==> src/rtl/rv_shift_iter_pkg.sv <==
// Shared types for the iterative shift unit: ALU shift opcodes and the shifter FSM states.
package rv_shift_iter_pkg;

  localparam int unsigned DATA_W = 32;
  localparam int unsigned AMT_W  = 5;

  typedef enum logic [1:0] {
    ALU_SLL = 2'd0,
    ALU_SRL = 2'd1,
    ALU_SRA = 2'd2
  } shift_op_e;

  typedef enum logic [1:0] {
    SH_IDLE  = 2'd0,
    SH_SHIFT = 2'd1,
    SH_DONE  = 2'd2
  } shift_iter_st_e;

endpackage

==> src/rtl/rv_shift_iter.sv <==
// Multi-cycle SLL/SRL/SRA unit: one right-shift datapath, STEP bits per cycle,
// left shifts handled by reversing the operand on entry and the result on exit.
module rv_shift_iter
  import rv_shift_iter_pkg::*;
#(
  parameter int unsigned STEP = 4
) (
  input  logic              clk,
  input  logic              rst_n,
  input  logic              req_valid,
  output logic              req_ready,
  input  shift_op_e         req_op,
  input  logic [DATA_W-1:0] req_a,
  input  logic [AMT_W-1:0]  req_amt,
  input  logic              flush,
  output logic              rsp_valid,
  input  logic              rsp_ready,
  output logic [DATA_W-1:0] rsp_res,
  output logic              busy
);

  localparam int unsigned   LG       = $clog2(STEP);
  localparam logic [AMT_W-1:0] STEP_AMT = AMT_W'(STEP);

  function automatic logic [DATA_W-1:0] bitrev32(input logic [DATA_W-1:0] x);
    logic [DATA_W-1:0] r;
    r = {DATA_W{1'b0}};
    for (int i = 0; i < DATA_W; i++) begin
      r[i] = x[DATA_W-1-i];
    end
    return r;
  endfunction

  shift_iter_st_e    state_r;
  logic [DATA_W-1:0] data_r;
  logic              fill_r;
  logic              is_sll_r;
  logic [AMT_W-1:0]  rem_r;
  logic              rsp_valid_r;
  logic [DATA_W-1:0] rsp_res_r;

  logic [AMT_W-1:0]  step_amt_s;
  logic [AMT_W-1:0]  rem_next_s;
  logic [DATA_W-1:0] shifted_s;
  logic              accept_s;
  logic              req_sll_s;

  assign req_ready = (state_r == SH_IDLE) & ~flush;
  assign accept_s  = req_valid & req_ready;
  assign req_sll_s = (req_op == ALU_SLL);
  assign rsp_valid = rsp_valid_r;
  assign rsp_res   = rsp_res_r;
  assign busy      = (state_r != SH_IDLE);

  // Step size for this cycle and the log-structured right shifter with fill
  always_comb begin
    step_amt_s = STEP_AMT;
    if (rem_r < STEP_AMT) begin
      step_amt_s = rem_r;
    end else begin
      step_amt_s = STEP_AMT;
    end
    rem_next_s = rem_r - step_amt_s;
    shifted_s  = data_r;
    // Only LG+1 constant-distance stages: step never exceeds STEP.
    for (int k = 0; k <= int'(LG); k++) begin
      if (step_amt_s[k]) begin
        shifted_s = fill_r ? ~((~shifted_s) >> (1 << k)) : (shifted_s >> (1 << k));
      end else begin
        shifted_s = shifted_s;
      end
    end
  end

  // Control FSM, datapath registers and registered response
  always_ff @(posedge clk or negedge rst_n) begin
    if (!rst_n) begin
      state_r     <= SH_IDLE;
      data_r      <= {DATA_W{1'b0}};
      fill_r      <= 1'b0;
      is_sll_r    <= 1'b0;
      rem_r       <= {AMT_W{1'b0}};
      rsp_valid_r <= 1'b0;
      rsp_res_r   <= {DATA_W{1'b0}};
    end else if (flush) begin
      state_r     <= SH_IDLE;
      rsp_valid_r <= 1'b0;
    end else begin
      case (state_r)
        SH_IDLE: begin
          if (accept_s) begin
            data_r   <= req_sll_s ? bitrev32(req_a) : req_a;
            fill_r   <= (req_op == ALU_SRA) & req_a[DATA_W-1];
            is_sll_r <= req_sll_s;
            rem_r    <= req_amt;
            state_r  <= (req_amt == {AMT_W{1'b0}}) ? SH_DONE : SH_SHIFT;
          end
        end
        SH_SHIFT: begin
          data_r <= shifted_s;
          rem_r  <= rem_next_s;
          if (rem_next_s == {AMT_W{1'b0}}) begin
            state_r <= SH_DONE;
          end
        end
        SH_DONE: begin
          // First DONE cycle publishes the result; afterwards wait for the consumer.
          if (!rsp_valid_r) begin
            rsp_valid_r <= 1'b1;
            rsp_res_r   <= is_sll_r ? bitrev32(data_r) : data_r;
          end else if (rsp_ready) begin
            rsp_valid_r <= 1'b0;
            state_r     <= SH_IDLE;
          end
        end
        default: begin
          state_r     <= SH_IDLE;
          rsp_valid_r <= 1'b0;
        end
      endcase
    end
  end

endmodule
==> config.mk <==
export PLATFORM = sky130hd
export DESIGN_NAME = rv_shift_iter
export DESIGN_NICKNAME = d
export VERILOG_FILES = /design/src/rtl/rv_shift_iter_pkg.sv /design/src/rtl/rv_shift_iter.sv
export SDC_FILE = /design/constraint.sdc
export NUM_CORES = 1
export LEC_CHECK = 0
export BUFFER_PORTS_ARGS = -buffer_cell sky130_fd_sc_hd__buf_4
export CAP_MARGIN = 20
export CORE_ASPECT_RATIO = 0.9
export CORE_UTILIZATION = 60
export DETAILED_ROUTE_END_ITERATION = 8
export PLACE_DENSITY = 0.84
export SLEW_MARGIN = 5
export SYNTH_ARGS = -nofsm -noshare
export SYNTH_HDL_FRONTEND = slang
export SYNTH_SLANG_ARGS = --single-unit
==> constraint.sdc <==
create_clock -name clk -period 6.6 [get_ports clk]
set_clock_uncertainty 0.2 [all_clocks]
set_input_delay 0.99 -clock clk [delete_from_list [all_inputs] [get_ports clk]]
set_output_delay 0.99 -clock clk [all_outputs]
set_load 0.01 [all_outputs]
# Yosys cells after proc, flatten, opt, wreduce, memory -nomap -nowiden
# Cells that the tools add are included.
totals:
  input_bits: 44
  regBits: 74
  wordCells: 64
  out_inout_bits: 35
op_classes:
  n_eq_ne: 9
  addsub: 1
  magnitude_cmp: 1
  n_reduce_logical: 11
  bitwise_logic: 11
  n_mux: 24
ops:
  columns: ["op", "n"]
  rows:
  - ["2-to-1 mux 32 bit", 9]
  - ["NOT 32 bit", 3]
  - ["case mux 32 bit (2 select lines)", 1]
  - ["NOT 28 -> 32 bit", 1]
  - ["NOT 30 -> 32 bit", 1]
  - ["NOT 31 -> 32 bit", 1]
  - ["2-to-1 mux 2 bit", 6]
  - ["inequality test 3 bit (second input constant)", 4]
  - ["zero test 5 bit", 2]
  - ["2-to-1 mux 5 bit", 2]
  - ["case mux 5 bit (2 select lines)", 1]
  - ["AND reduction 3 bit", 3]
  - ["case mux 2 bit (3 select lines)", 1]
  - ["< comparator 5 x 3 -> 1 bit (second input constant)", 1]
  - ["subtractor 5 bit", 1]
  - ["== test 2 bit (second input constant)", 2]
  - ["zero test 2 bit", 2]
  - ["AND reduction 4 bit", 1]
  - ["nonzero test 2 bit", 2]
  - ["bitwise AND 1 bit", 3]
  - ["2-to-1 mux 1 bit", 3]
  - ["== test 2 x 1 -> 1 bit (second input constant)", 1]
  - ["inequality test 2 x 1 -> 1 bit (second input constant)", 1]
  - ["inequality test 2 bit (second input constant)", 1]
  - ["other kinds (3)", 4]

# Logic depth before layout (Yosys ltp)
# Gate-level depths: netlist of the first run.
depth:
  depth_word: 13
  ltp_mapped: 11
  mapped_depth_nobuf: 8

# Least setup slack after synthesis of the first run
# OpenSTA, ideal clock, no wires.
synth_timing:
  path_kind: "reg2reg"
  startpoint: "reg rem_r[2]"
  endpoint: "reg state_r[1]"
  arrival_time_ps: 2167
  required_time_ps: 6290
  path_buffers: 3
  path_stages_with_launch: 11
  period_less_slack_ps: 2477
  setup_time_ps: 110
  path_slack_ps: 4123
  cell_sequence: "dfrtp_1 > clkbuf_1 > or3_1 > clkbuf_1 > clkbuf_1 > nand2_1 > ha_1 > nor2_1 > o21ai_0 > mux2_2 > o41ai_1"
synth_between:
  elab_chain_cells: 6
synth_rtl:
  columns: ["element", "line", "source"]
  rows:
  - ["from (decl)", "rv_shift_iter.sv:38", "logic [AMT_W-1:0] rem_r;"]
  - ["from (signal assigned)", "rv_shift_iter.sv:82", "rem_r <= {AMT_W{1'b0}};"]
  - ["from (signal assigned)", "rv_shift_iter.sv:95", "rem_r <= req_amt;"]
  - ["from (signal assigned)", "rv_shift_iter.sv:101", "rem_r <= rem_next_s;"]
  - ["< comparator 5 x 3 -> 1 bit", "rv_shift_iter.sv:58", "if (rem_r < STEP_AMT) begin"]
  - ["2-to-1 mux 5 bit", "rv_shift_iter.sv:58", null]
  - ["subtractor 5 bit *", "rv_shift_iter.sv:63", "rem_next_s = rem_r - step_amt_s;"]
  - ["zero test 5 bit *", "rv_shift_iter.sv:102", "if (rem_next_s == {AMT_W{1'b0}}) begin"]
  - ["inequality test 3 bit (no line) *", null, null]
  - ["AND reduction 4 bit (no line) *", null, null]
  - ["to (signal assigned)", "rv_shift_iter.sv:96", "state_r <= (req_amt == {AMT_W{1'b0}}) ? SH_DONE : SH_SHIFT;"]
  - ["to (decl)", "rv_shift_iter.sv:34", "shift_iter_st_e state_r;"]
# Mark *: on every way between the ends. The rest lies on a longest branch, timed or not.
# A chain may end at the register's enable or synchronous reset.

# Worst setup path in the final report of the first run
layout_timing:
  startpoint: "reg rem_r[4]"
  endpoint: "reg data_r[24]"
layout_between:
  elab_chain_cells: 12
layout_rtl:
  columns: ["element", "line", "source"]
  rows:
  - ["< comparator 5 x 3 -> 1 bit *", "rv_shift_iter.sv:58", null]
  - ["2-to-1 mux 5 bit *", "rv_shift_iter.sv:58", null]
  - ["2-to-1 mux 32 bit", "rv_shift_iter.sv:67", "if (step_amt_s[k]) begin"]
  - ["NOT 32 bit", "rv_shift_iter.sv:68", "shifted_s = fill_r ? ~((~shifted_s) >> (1 << k)) : (shifted_s >> (1 << k));"]
  - ["NOT 30 -> 32 bit", "rv_shift_iter.sv:68", null]
  - ["2-to-1 mux 32 bit", "rv_shift_iter.sv:68", null]
  - ["2-to-1 mux 32 bit", "rv_shift_iter.sv:67", null]
  - ["NOT 32 bit", "rv_shift_iter.sv:68", null]
  - ["NOT 28 -> 32 bit", "rv_shift_iter.sv:68", null]
  - ["2-to-1 mux 32 bit", "rv_shift_iter.sv:68", null]
  - ["2-to-1 mux 32 bit *", "rv_shift_iter.sv:67", null]
  - ["case mux 32 bit (2 select lines) *", "rv_shift_iter.sv:89", "case (state_r)"]
  - ["to (signal assigned)", "rv_shift_iter.sv:79", "data_r <= {DATA_W{1'b0}};"]
  - ["to (signal assigned)", "rv_shift_iter.sv:92", "data_r <= req_sll_s ? bitrev32(req_a) : req_a;"]
  - ["to (signal assigned)", "rv_shift_iter.sv:100", "data_r <= shifted_s;"]
  - ["to (decl)", "rv_shift_iter.sv:35", "logic [DATA_W-1:0] data_r;"]
# Marks and branches as above.

==> run summary, run 1 <==
Reg2reg setup slack = 3630 ps
Hold crit path type = reg -> reg
Flops & latches, synth = 74
Mean post-synth cell area = 8.04 sq um
Cell area power density = 423 nW/um^2
# nets final = 693
Worst slew margin = 29.6%
Outcome = complete, but fails checks
Final TNS setup = 0 ps
Chip Width = 98.1 um
Setup Crit Path Kind = reg -> reg
Endpoints failing setup = 0
GR Util All Layers = 31.7%
Final Hold Viols = 0
Vias per inst = 6.50
Clock root buffer = clkbuf_8
Register area share after synthesis = 37.1%
DRT iter0 DRCs = 561
Sinks on Clock Net = 74
Most common cell in the netlist = a21oi_1
Slowest-stage cell, CP = nor2_1
Finished Layout Cells = 750
Diode count = 0
Post CTS Setup Buffer Count = 0
Port Buffers = 78
Worst setup SP type = register
Clk_lat worst skew = 350 ps
Reg2Reg Depth = 5
Syn Std Cell Area = 4990 sq um
Final Max Slew Viols = 0
Placed cell count = 734
Most used cell, CP = nor2_1
Highest clock rate = 336 MHz
Ranking of synthesized cells by area = dfrtp_1, a21oi_1, mux2i_1
Yosys top cell by area = dfrtp_1
Worst r2r src = rem_r[4]
Max FO, Critical Path = 24
First-pass GRT wire length = 21600 um
Reg-to-reg endpoint = data_r[24]
Top_reg_cell synth = dfrtp_1
Number of global-route vias before repair = 4239
FP Rows = 31
Syn-to-layout area delta = 14.5%
Failing checks = DRC
Synth top area share = 37.1%
Largest net degree at the start of global routing = 75
Max-cap violations = 0
Post-DRT Antenna Nets = 0
Initial core utilization = 61.8%
Post-CTS Hold Buffers = 0
Die area = 8680 sq um
Die H = 88.5 um
Fin crit share = 45.1%
Post-Syn Instances = 620
WHS = 323 ps
Critical path startpoint = rem_r[4]
Max clock buf depth = 2
CP Data Required Time = 6680 ps
Final WL = 13400 um
H-Tree Depth = 3
Num CTS Buffers = 9
Crit-path max cell delay = 940 ps
Critical Path AT = 3050 ps
RSZ-0062 raised after global routing = no
Setup crit end = data_r[24]
Actual slew at the worst max-slew pin = 1050 ps
Post-synth EDFFs = 0
Crit path capture type = register
Final Wtd Congestion = 0.884
Mapped Nets = 666
Grt ovf = 0
DRC viols = 4
TritonCTS clock tree = done
Commonest cells in the netlist = a21oi_1, nand2_1, dfrtp_1, nor2_1, mux2i_1
Post-route minimum period = 2970 ps
Worst-path clk slew = 80 ps
Hpwl dp = 8860 um
IO Count = 79
CP Cell Sequence = or3_1, nor2_1, o221a_1, a2111oi_2, nor2_1
Wire per inst = 17.8 um
Ys async rst share = 100%
Peak VDD IR = 0.191 mV
Share of post-route cells with drive strength above 1 = 18.4%
Core ar. = 8070 sq um
DR pass1 iterations = 7
Final Util = 70.7%
Synth warn = 0
Via count = 4876
Initial antenna violation count = 0
Leak pwr = 2.43 nW
Yosys cell types = 52
CTS-repair resized insts = 0
[flip-flops by register name (all words and copies together), names as in the netlist, named ones only]
signal / cells
rsp_res: 32
data_r: 30
rem_r: 5
state_r: 2
fill_r: 1
is_sll_r: 1
rsp_valid: 1
[stage by stage]
stage | cell area [sq um] | setup slack [ps] | power (mW)
6_report | 5710 | 3630 | 2.41
5_1_grt | 5710 | 3540 | 2.57
4_1_cts | 5690 | 3700 | 2.39
3_5_place_dp | 5470 | 3500 | 1.99
3_3_place_gp | 5470 | 3580 | 1.94
2_1_floorplan | 4990 | 4120 | 1.62
[power breakdown]
| group | switching [mW] | internal, mW | total, mW |
|---|---|---|---|
| Sequential | 0.268 | 0.646 | 0.914 |
| Combinational | 0.604 | 0.505 | 1.11 |
| Clock | 0.170 | 0.221 | 0.391 |
[worst max-delay path: cells and delay by family, from the launching register on]
kind / cells / cell delay [ps]
AND/OR/NAND/NOR: 3 / 1800
AO/OA/AOI/OAI: 2 / 420
flip-flops: 1 / 470
[layout make-up]
cell class	count	area (sq um)
Inverter	4	15.0
Tap cell	99	124
Sequential cell	74	1850
Timing Repair Buffer	86	658
Clock inverter	5	78.8
Clock buffer	10	138
Fill cell	637	2360
Multi-Input combinational cell	472	2840
[worst min-delay path by stage]
stage	start	to	slack (ps)	depth (start not counted)
global placement	register	register	310	2
detailed placement	register	register	310	2
CTS	register	register	330	2
finish	register	register	320	2
floorplan	register	register	270	2
global route	rsp_res[9]	rsp_res[9]	350	2
[metal layers]
metal	track usage (%)	share of wire, %	vias to the layer above
met3	4.58	9.3	16
met2	46.1	43	298
li1	-	-	2287
met5	0	0	-
met1	48.3	46	2275
met4	11.0	1.3	0
[cells in the final DEF, fill, tap and decap left out, types with 3 or more instances in the layout]
master,synthesis,layout
a21oi_1,98,98
nand2_1,94,94
buf_4,0,85
dfrtp_1,74,73
nor2_1,66,65
mux2i_1,49,49
o21ai_0,23,23
a221oi_1,17,17
a31oi_1,14,14
o21ai_1,11,10
clkbuf_8,0,10
a211oi_1,9,9
nor3_1,8,8
a221o_1,8,8
mux2_2,7,7
o22ai_1,5,5
nand3_1,5,5
inv_1,4,4
o221ai_1,4,4
nor2b_1,5,4
a311oi_1,4,4
or3_1,3,3
mux4_2,3,3
[kinds of logic after synthesis]
kind of cell               synth area share [%]
buffers and inverters                      6.17
adders and majority gates                 0.502
AOI/OAI and AO/OA                          26.8
other                                     0.151
muxes                                      12.8
DFF                                        37.1
and+or+nand+nor                            16.4
(Power assumes the default switching activity.)
==> inputs of run 2 (changes only) <==
CORE_UTILIZATION = 58   (was 60)
PLACE_DENSITY = 0.81   (was 0.84)
clock period = 2.8 ns   (was 6.6 ns; I/O delays follow)
==> run 2 against run 1 <==
  * The run now ends clean
  * Maximum frequency up 21%
  * Non-clock buffer count grew 9
  * Final area is 2.0% higher
  * Routed wire length rose by 4.4%
  * Global-route usage rose by 1.2 points
  * Final cell count up 3.5%
  * Setup slack got worse by 3300 ps
  * Clock power is 140% higher
  * Flip-flop and latch count unchanged
  * Critical endpoint unchanged
  * Largest power group unchanged
==> run summary, run 2 (synthesis gave the netlist of run 1 again) <==
H-Tree Depth = 3 (unchanged)
CP Data Required Time = 2840 ps (was 6680 ps)
Critical path startpoint = rem_r[4] (unchanged)
Reg2reg setup slack = 340 ps (was 3630 ps)
Share of post-route cells with drive strength above 1 = 19.5% (was 18.4%)
Post-route minimum period = 2460 ps (was 2970 ps)
Finished Layout Cells = 776 (was 750)
Post-CTS Hold Buffers = 0 (unchanged)
Slowest-stage cell, CP = or4b_4 (was nor2_1)
Highest clock rate = 406 MHz (was 336 MHz)
FP Rows = 31 (unchanged)
Critical Path AT = 2510 ps (was 3050 ps)
DRC viols = 0 (was 4)
Die area = 8970 sq um (was 8680 sq um)
Vias per inst = 6.37 (was 6.50)
Post-DRT Antenna Nets = 0 (unchanged)
Initial antenna violation count = 0 (unchanged)
Peak VDD IR = 0.617 mV (was 0.191 mV)
Initial core utilization = 60.9% (was 61.8%)
Max-cap violations = 0 (unchanged)
Max clock buf depth = 2 (unchanged)
Largest net degree at the start of global routing = 75 (unchanged)
Port Buffers = 78 (unchanged)
Clk_lat worst skew = 350 ps (about the same)
Via count = 4940 (was 4876)
Crit path capture type = register (unchanged)
Clock root buffer = clkbuf_8 (unchanged)
Commonest non-fill, non-tap cells in the layout = a21oi_1, nand2_1, buf_4 (unchanged)
Hpwl dp = 9410 um (was 8860 um)
PnR Total Power = 5.79 mW (was 2.41 mW)
Setup Crit Path Kind = reg -> reg (unchanged)
Reg2Reg Depth = 5 (unchanged)
Cell area power density = 994 nW/um^2 (was 423 nW/um^2)
DRT iter0 DRCs = 459 (was 561)
Place WS = 388 ps (was 3500 ps)
Hold crit path type = in -> async (was reg -> reg)
Actual slew at the worst max-slew pin = 936 ps (was 1050 ps)
Fin crit share = 88.0% (was 45.1%)
RSZ-0062 raised after global routing = no (unchanged)
Worst slew margin = 37.6% (was 29.6%)
Die H = 90.0 um (was 88.5 um)
CP Depth = 5 (unchanged)
Final Wtd Congestion = 0.894 (was 0.884)
TritonCTS clock tree = done (unchanged)
Number of global-route vias before repair = 4588 (was 4239)
Num CTS Buffers = 9 (unchanged)
Crit-path max cell delay = 740 ps (was 940 ps)
Final WL = 14000 um (was 13400 um)
Most common cell after layout, fill and taps aside = a21oi_1 (unchanged)
Largest register FFs = 32 (unchanged)
Worst r2r src = rem_r[4] (unchanged)
Setup ws final = 335 ps (was 3630 ps)
IO Count = 79 (unchanged)
Syn-to-layout area delta = 16.7% (was 14.5%)
Placed cell count = 760 (was 734)
Leak pwr = 2.48 nW (was 2.43 nW)
CP Cell Sequence = or4b_4, a22o_1, o221a_1, a2111oi_2, nor2_1 (was or3_1, nor2_1, o221a_1, a2111oi_2, nor2_1)
Chip Width = 99.7 um (was 98.1 um)
Post CTS Setup Buffer Count = 0 (unchanged)
Core ar. = 8180 sq um (was 8070 sq um)
# nets final = 702 (was 693)
Final Max Slew Viols = 0 (unchanged)
Final Hold Viols = 0 (unchanged)
CTS-repair resized insts = 0 (unchanged)
Final TNS setup = 0 ps (unchanged)
Grt ovf = 0 (unchanged)
Worst-path clk slew = 90 ps (was 80 ps)
Sinks on Clock Net = 74 (unchanged)
Reg-to-reg endpoint = data_r[24] (unchanged)
GR Util All Layers = 32.9% (was 31.7%)
Crit path max-delay family = compound AO/OA/AOI/OAI gates (was simple AND/OR/NAND/NOR gates)
Worst setup SP type = register (unchanged)
Setup crit end = data_r[24] (unchanged)
Outcome = complete, no violations (was complete, but fails checks)
Diode count = 0 (unchanged)
Endpoints failing setup = 0 (unchanged)
DR pass1 iterations = 5 (was 7)
First-pass GRT wire length = 23300 um (was 21600 um)
Wire per inst = 18.0 um (was 17.8 um)
Max FO, Critical Path = 24 (unchanged)
Buf+Inv Stages, Crit Path = 0 (unchanged)
==> run 2: cell types whose count changed in the layout (fill, tap and decap cells not counted), sizes merged <==
| cell | before | now |
|---|---|---|
| inv | 4 | 5 |
| clkinv | 3 | 2 |
| buf | 86 | 95 |
| clkinvlp | 0 | 1 |
==> run 2: worst min path at each step <==
stage	start	slack (ps)	end
6_report	rst_n	0.8	rsp_res[29]
3_5_place_dp	register	310	register
2_1_floorplan	rst_n	-80	asynchronous set/reset pin
5_1_grt	flush	60	state_r[0]
3_3_place_gp	register	290	register
4_1_cts	rst_n	40	rsp_res[29]
==> run 2: metrics by stage <==
step / hold WS (ps) / area [sq um] / util, %
final: 0.776 / 5820 / 71.1
after global routing: 61.4 / 5820 / 71.1
after CTS: 44.8 / 5820 / 71.1
after detailed placement: 314 / 5600 / 68.5
after global placement: 294 / 5600 / 68.5
after floorplan: -75.6 / 4990 / -
==> run 2: layout make-up <==
type | count | area, sq um
multi-input combinational | 472 | 2840
clock buffer | 10 | 128
tap | 115 | 144
inverter | 4 | 15.0
clock inverter | 6 | 90.1
timing repair buffer | 95 | 751
fill | 647 | 2360
sequential | 74 | 1850
==> run 2: metal layers <==
metal / vias up / part of all wire [%] / track usage, %
met5: - / 0 / 0
met4: 0 / 1.8 / 7.35
met2: 291 / 44 / 48.4
li1: 2305 / - / -
met1: 2319 / 44 / 49.0
met3: 25 / 10 / 8.09
==> run 2: worst register-to-register path: stages, from the launching register on <==
cell and delay (ps):
dfrtp_1 490, or4b_4 740, a22o_1 260, o221a_1 240, a2111oi_2 330, nor2_1 90
==> run 2: power breakdown <==
part | switching, mW | internal (mW)
sequential | 0.656 | 1.52
clock | 0.421 | 0.505
combinational | 1.43 | 1.25
